==> src/rtl/traffic_light.sv <==
// Highway/farm-road traffic-light controller: Moore FSM driven by a farm-road
// car sensor, with one saturating per-state cycle counter for the min/max/yellow timers.
module traffic_light #(
  parameter int unsigned HG_MIN_CYCLES = 250_000_000,
  parameter int unsigned YELLOW_CYCLES = 50_000_000,
  parameter int unsigned FG_MAX_CYCLES = 250_000_000
) (
  input  logic       clk,
  input  logic       rst_n,  // active-high synchronous reset despite the name
  input  logic       car,
  output logic [5:0] light
);

  typedef enum logic [2:0] {
    S_INIT = 3'd0,
    S_HG   = 3'd1,
    S_HY   = 3'd2,
    S_FG   = 3'd3,
    S_FY   = 3'd4
  } state_t;

  localparam logic [31:0] HG_LAST = 32'(HG_MIN_CYCLES - 1);
  localparam logic [31:0] Y_LAST  = 32'(YELLOW_CYCLES - 1);
  localparam logic [31:0] FG_LAST = 32'(FG_MAX_CYCLES - 1);

  state_t      r_state;
  logic [31:0] r_cnt;
  logic [5:0]  r_light;
  state_t      w_next;

  function automatic state_t f_next(input state_t s, input logic [31:0] cnt, input logic c);
    case (s)
      S_INIT:  f_next = S_HG;
      S_HG:    f_next = (cnt >= HG_LAST && c) ? S_HY : S_HG;
      S_HY:    f_next = (cnt == Y_LAST) ? S_FG : S_HY;
      S_FG:    f_next = (!c || cnt == FG_LAST) ? S_FY : S_FG;
      S_FY:    f_next = (cnt == Y_LAST) ? S_HG : S_FY;
      default: f_next = S_INIT;
    endcase
  endfunction

  // {hw red, hw yellow, hw green, farm red, farm yellow, farm green}
  function automatic logic [5:0] f_lamps(input state_t s);
    case (s)
      S_HG:    f_lamps = 6'b001_100;
      S_HY:    f_lamps = 6'b010_100;
      S_FG:    f_lamps = 6'b100_001;
      S_FY:    f_lamps = 6'b100_010;
      default: f_lamps = 6'b000_000;
    endcase
  endfunction

  assign w_next = f_next(r_state, r_cnt, car);

  // Lamps are registered from the next state, so they always match r_state.
  always_ff @(posedge clk) begin
    if (rst_n) begin
      r_state <= S_INIT;
      r_cnt   <= '0;
      r_light <= '0;
    end else begin
      r_state <= w_next;
      r_light <= f_lamps(w_next);
      if (w_next != r_state)
        r_cnt <= '0;
      else if (r_cnt != 32'hFFFF_FFFF)
        r_cnt <= r_cnt + 32'd1;
    end
  end

  assign light = r_light;

endmodule

==> config.mk <==
export PLATFORM = sky130hd
export DESIGN_NAME = traffic_light
export DESIGN_NICKNAME = d
export VERILOG_FILES = /design/src/rtl/traffic_light.sv
export SDC_FILE = /design/constraint.sdc
export NUM_CORES = 1
export LEC_CHECK = 0
export ABC_AREA = 1
export CAP_MARGIN = 15
export CORE_ASPECT_RATIO = 1.1
export CORE_UTILIZATION = 61
export DETAILED_ROUTE_END_ITERATION = 7
export PLACE_DENSITY = 0.8
export SYNTH_ARGS = -nofsm -noshare
export SYNTH_HDL_FRONTEND = slang
export SYNTH_SLANG_ARGS = --single-unit
==> constraint.sdc <==
create_clock -name clk -period 1.9 [get_ports clk]
set_input_delay 0.57 -clock clk [delete_from_list [all_inputs] [get_ports clk]]
set_output_delay 0.57 -clock clk [all_outputs]
set_load 0.03 [all_outputs]
Word-level counts from Yosys, hierarchy flattened
Cells that the tools add are included.
- $add $sub $neg: 1
- order comparisons: 1
- equal/unequal tests: 12
- multiplexer cells: 6
- reductions and logical operators: 5
- operators with widths (operator ; number):
    adder 32 x 1 -> 32 bit, second input constant ; 1
    == test 32 x 26 -> 1 bit, second input constant ; 1
    == test 32 x 28 -> 1 bit, second input constant ; 1
    greater-or-equal comparator 32 x 28 -> 1 bit, second input constant ; 1
    inequality test 32 bit, second input constant ; 1
    one-hot mux 6 bit (4 select lines) ; 1
    one-hot mux 3 bit (5 select lines) ; 1
    == test 3 x 2 -> 1 bit, second input constant ; 4
    == test 3 x 1 -> 1 bit, second input constant ; 2
    == test 3 bit, second input constant ; 2
    two-way mux 3 bit ; 2
    logical NOT 3 bit ; 1
    inequality test 3 bit ; 1
    two-way mux 2 bit ; 1
    OR reduction 2 bit ; 1
    logical AND 1 bit ; 1
    logical NOT 1 bit ; 1
    logical OR 1 bit ; 1
    two-way mux 1 bit ; 1
- register bits after elaboration: 41
- input port bits: 3
- output and inout bits: 6
- logic and storage cells: 28

Logic depth before layout (Yosys ltp)
- word-level depth: 6
- depth in mapped cells: 15
- mapped depth without buffers: 14

Worst setup path after synthesis
No wires, ideal clock.
- path kind: register to register
- start: register r_cnt[0]
- end: register r_cnt[3]
- setup time: 62 ps
- arrival: 1641 ps
- required time: 1838 ps
- slack: 197 ps
- cell stages (with the launch flop): 15
- path buffers: 1
- clock period less this slack: 1703 ps
- path through: dfxtp_1 ha_1 nand2_1 nor2_1 nand2_2 nor2_1 nand2_1 nand2_1 nand2_1 nand2_1 nand3_1 nand2_1 nand3_4 buf_6 nor2_2
- word-level cells in the longest chain between the ends: 6
- elaborated cells between the ends (all ways): 14
- classes of those cells: add/sub (1); order compare (1); eq/ne (4); mux (5); reduce/logical (3)
- ends and longest elaborated chain (element ; RTL line ; text):
    from (decl) ; 27 ; logic [31:0] r_cnt;
    from (signal assigned) ; 67 ; r_cnt <= r_cnt + 32'd1;
    greater-or-equal comparator 32 x 28 -> 1 bit or == test 32 x 28 -> 1 bit (tied branches) ; 34, 36 ;
    logical AND 1 bit or logical OR 1 bit (tied branches) ; 34, 36 ;
    two-way mux 2 bit or two-way mux 3 bit (tied branches) ; 34, 36 ;
    one-hot mux 3 bit (5 select lines) ; 32 ; case (s)
    inequality test 3 bit ; 64 ; if (w_next != r_state)
    OR reduction 2 bit (no source line) ; -- ;
Several ways; a longest one is shown, not always the timed one.
A chain may end at the register's enable or synchronous reset.

Final worst setup path
- start: register r_cnt[6]
- end: register r_cnt[20]
The elaborated chain is that of the path after synthesis.

==> results_dict.tcl <==
set metrics [dict create \
    htree_levels 2 \
    timing.rr.start "r_cnt[6]$_SDFFE_PP0P_" \
    switching_share_pct 23.4 \
    num_vias 2576 \
    cap_violations 0 \
    fin_worst_skew_ps 11.9 \
    antenna_found_initial 0 \
    start_util_pct 63.6 \
    numCtsBuffers 5 \
    wire_per_inst_um 14.4 \
    grt_pass1_wl_mm 10.4 \
    yosys_warnings 0 \
    switchingPower_w 0.000371 \
    place_ws_ps -32.7 \
    diodes 0 \
    place_inst 457 \
    firstDrtPassIters 5 \
    numPortBuffers 8 \
    clock_latency_ps 300 \
    fmaxAchievable_mhz 513 \
    cts_tree "yes" \
    hpwlAfterDp_mm 4.53 \
    intPower_w 0.00122 \
    cts_root_buf "clkbuf_8" \
    hold_class "flop to flop" \
    pwr-share-comb_pct 8.5 \
    reg2regPathDepth 14 \
    clk_pin_slew_ps 80 \
    fin_setup_tns_ps -644 \
    drt_wl_total_mm 6.88 \
    crit_arrival_ps 2190 \
    report.final.hold_viol_count 0 \
    regToRegSetupSlack_ps -50 \
    drive_above_1_share_pct 32.9 \
    critPathKind "flop to flop" \
    hold_depth 2 \
    setup_violations 18 \
    min_period_over_period_pct 103 \
    grt_pass1_vias 2407 \
    clock_path_buffers 2 \
    finalCriticalPeriod_ps 1950 \
    die_y_um 69.2 \
    r2r-end "r_cnt[20]$_SDFFE_PP0P_" \
    die_x_um 63.1 \
    p_clk_share_pct 36.7 \
    end_kind "flop" \
    crit_fanout 6 \
    power_density_mw_per_mm2 492 \
    start_kind "flop" \
    maxSlewHeadroom_pct 69.5 \
    syn-instance-count 388 \
    grt_remaining_overflow 0 \
    grtUsageTotal_pct 30.7 \
    synthesis.nets 392 \
    yosysUniqueCellTypes 25 \
    cpLargestDelayFamily "simple AND/OR/NAND/NOR gates" \
    ir_drop_uv 470 \
    clock_sinks 41 \
    syn2layout_area_growth_pct 29.1 \
    ant_nets 0 \
    worstHoldStart "r_cnt[3]$_SDFFE_PP0P_" \
    p_leak_nw 1.33 \
    instances_no_fill 477 \
    crit_path_max_incr_delay_ps 410 \
    worstMarginPinSlew_ps 454 \
    remaining_drc_errors 0 \
    cp_slowest_cell "dfxtp_1" \
    synth_area_mm2 0.00250 \
    setup_ws_ps -49.0 \
    finalNetCount 429 \
    hold_path_end "r_cnt[3]$_SDFFE_PP0P_" \
    seq_area_frac_synth_pct 32.8 \
    rsz0062_at_grt "true" \
    gp_congestion 0.970 \
    p_seq_share_pct 54.7 \
    die-area_mm2 0.00436 \
    crit_chain "nand2_2 > nor2_4 > nand2_4 > nor2_4 > nand2_2 > nand2_2 > nand2_2 > nand2_2 > nand3_2 > nand2_2 > nand3_4 > buf_6 > buf_16 > nor2_2" \
    ys_ff_latch 41 \
    drt-initial-drc-count 131 \
    avgViaCountPerCell 5.40 \
    io_pins 9 \
    failed_checks "setup timing" \
    worstPathRequired_ps 2140 \
    synth_area_per_cell_um2 6.45 \
    fp.coreArea_mm2 0.00393 \
    grt_max_degree 14 \
    status "complete, but fails checks" \
    finalMaxSlewViolations 0 \
    num_rows 24 \
    path_buf_inv 2 \
    crit_top_cell "nand2_2" \
    n_fill_cell 256 \
]
==> flip-flops by register name, indices dropped and copies added, names as in the netlist <==
name and count:
r_cnt 32, light 6, r_state 3
==> stage by stage <==
step | instance area (um^2) | total power (W) | hold slack, ps | utilization (%)
3_3_place_gp | 2760 | 0.000977 | 556 | 70.1
5_1_grt | 3230 | 0.00163 | 616 | 82.1
4_1_cts | 3050 | 0.00159 | 600 | 77.6
6_report | 3230 | 0.00159 | 602 | 82.1
2_1_floorplan | 2500 | 0.000950 | 528 | -
3_5_place_dp | 2760 | 0.000979 | 565 | 70.1
==> cell families after synthesis <==
kind of cell / Yosys count / synth area share, %
buffers and inverters: 54 / 9.10
adder cells (fa/ha/maj): 1 / 0.500
AO/OA/AOI/OAI: 7 / 1.50
XOR/XNOR: 29 / 10.2
flip-flops: 41 / 32.8
AND/OR/NAND/NOR: 256 / 45.9
==> cell usage after synthesis <==
cell type	instances	area [um^2]
nor3_1	11	55.1
o21ai_0	3	15.0
or2_2	1	6.26
xor2_1	25	219
a21oi_1	3	15.0
nand3_4	1	17.5
nand2_2	3	18.8
nor2_2	33	206
a21boi_0	1	7.51
nor4_1	4	25.0
xnor2_1	4	35.0
nor3b_1	1	7.51
nand3_1	10	50.1
nor2_1	79	297
buf_2	2	10.0
clkinv_1	1	3.75
nand4_1	8	50.1
buf_6	3	33.8
inv_1	46	173
ha_1	1	12.5
dfxtp_1	41	821
nand2_1	102	383
nand3_2	1	10.0
inv_2	2	7.51
nor2_4	2	22.5
==> final cells by class <==
| cell class | instances | area [um^2] | area share, % |
|---|---|---|---|
| multi-input combinational | 293 | 1650 | 51.2 |
| sequential | 41 | 852 | 26.4 |
| timing repair buffer | 35 | 388 | 12.0 |
| inverter | 49 | 184 | 5.70 |
| clock buffer | 7 | 86.3 | 2.67 |
| tap | 52 | 65.1 | 2.02 |
==> power by group through the flow <==
stage	sequential [W]	combinational (W)	clock, W
floorplan	0.000898	0.0000516	0
global placement	0.000891	0.0000863	0
detailed placement	0.000891	0.0000878	0
CTS	0.000872	0.000134	0.000583
global route	0.000869	0.000142	0.000621
finish	0.000869	0.000136	0.000583
==> worst max-delay path by stage <==
| stage | slack [ps] | from | end | cells past startpoint |
|---|---|---|---|---|
| CTS | 1 | r_cnt[1]$_SDFFE_PP0P_ | r_cnt[26]$_SDFFE_PP0P_ | 15 |
| finish | -50 | r_cnt[6]$_SDFFE_PP0P_ | r_cnt[20]$_SDFFE_PP0P_ | 14 |
| detailed placement | -30 | car | r_cnt[25]$_SDFFE_PP0P_ | 9 |
| floorplan | 200 | r_cnt[0]$_SDFFE_PP0P_ | r_cnt[3]$_SDFFE_PP0P_ | 14 |
| global route | -130 | r_cnt[31]$_SDFFE_PP0P_ | r_cnt[4]$_SDFFE_PP0P_ | 15 |
| global placement | 1 | car | r_cnt[29]$_SDFFE_PP0P_ | 9 |
==> worst reg2reg max path: cells and delay by family, from the launching register on <==
family / cells / cell delay, ps
simple gates: 12 / 1170
flops: 1 / 410
buf+inv: 2 / 300
==> repair_timing <==
action,in CTS,in global routing
cloned,3,0
hold buffers,0,0
setup endpoints to repair,20,39
gates resized for setup,22,70
pin swaps,9,10
buffers inserted,8,3
==> cells in the final DEF, fill, tap and decap left out, types with 4 or more instances in the layout <==
cell type	count
dfxtp_1	20
nand2_1	81
xnor2_1	4
clkbuf_8	6
buf_4	19
inv_1	42
clkdlybuf4s50_1	7
dfxtp_2	19
inv_2	6
nor4_1	4
nand4_1	8
nor2_2	32
nor2_1	67
nand3_1	8
nor3_1	8
nand2_2	21
buf_12	4
xor2_1	25
nor2_4	15
==> per-layer routing <==
metal	vias to the layer above	share of wire (%)	GRT usage (%)
met2	106	49	50.3
met3	31	7.0	6.79
li1	1253	-	-
met5	-	0	0
met4	0	4.5	16.5
met1	1186	40	37.0
No activity file was read; power rests on OpenSTA's default activity.
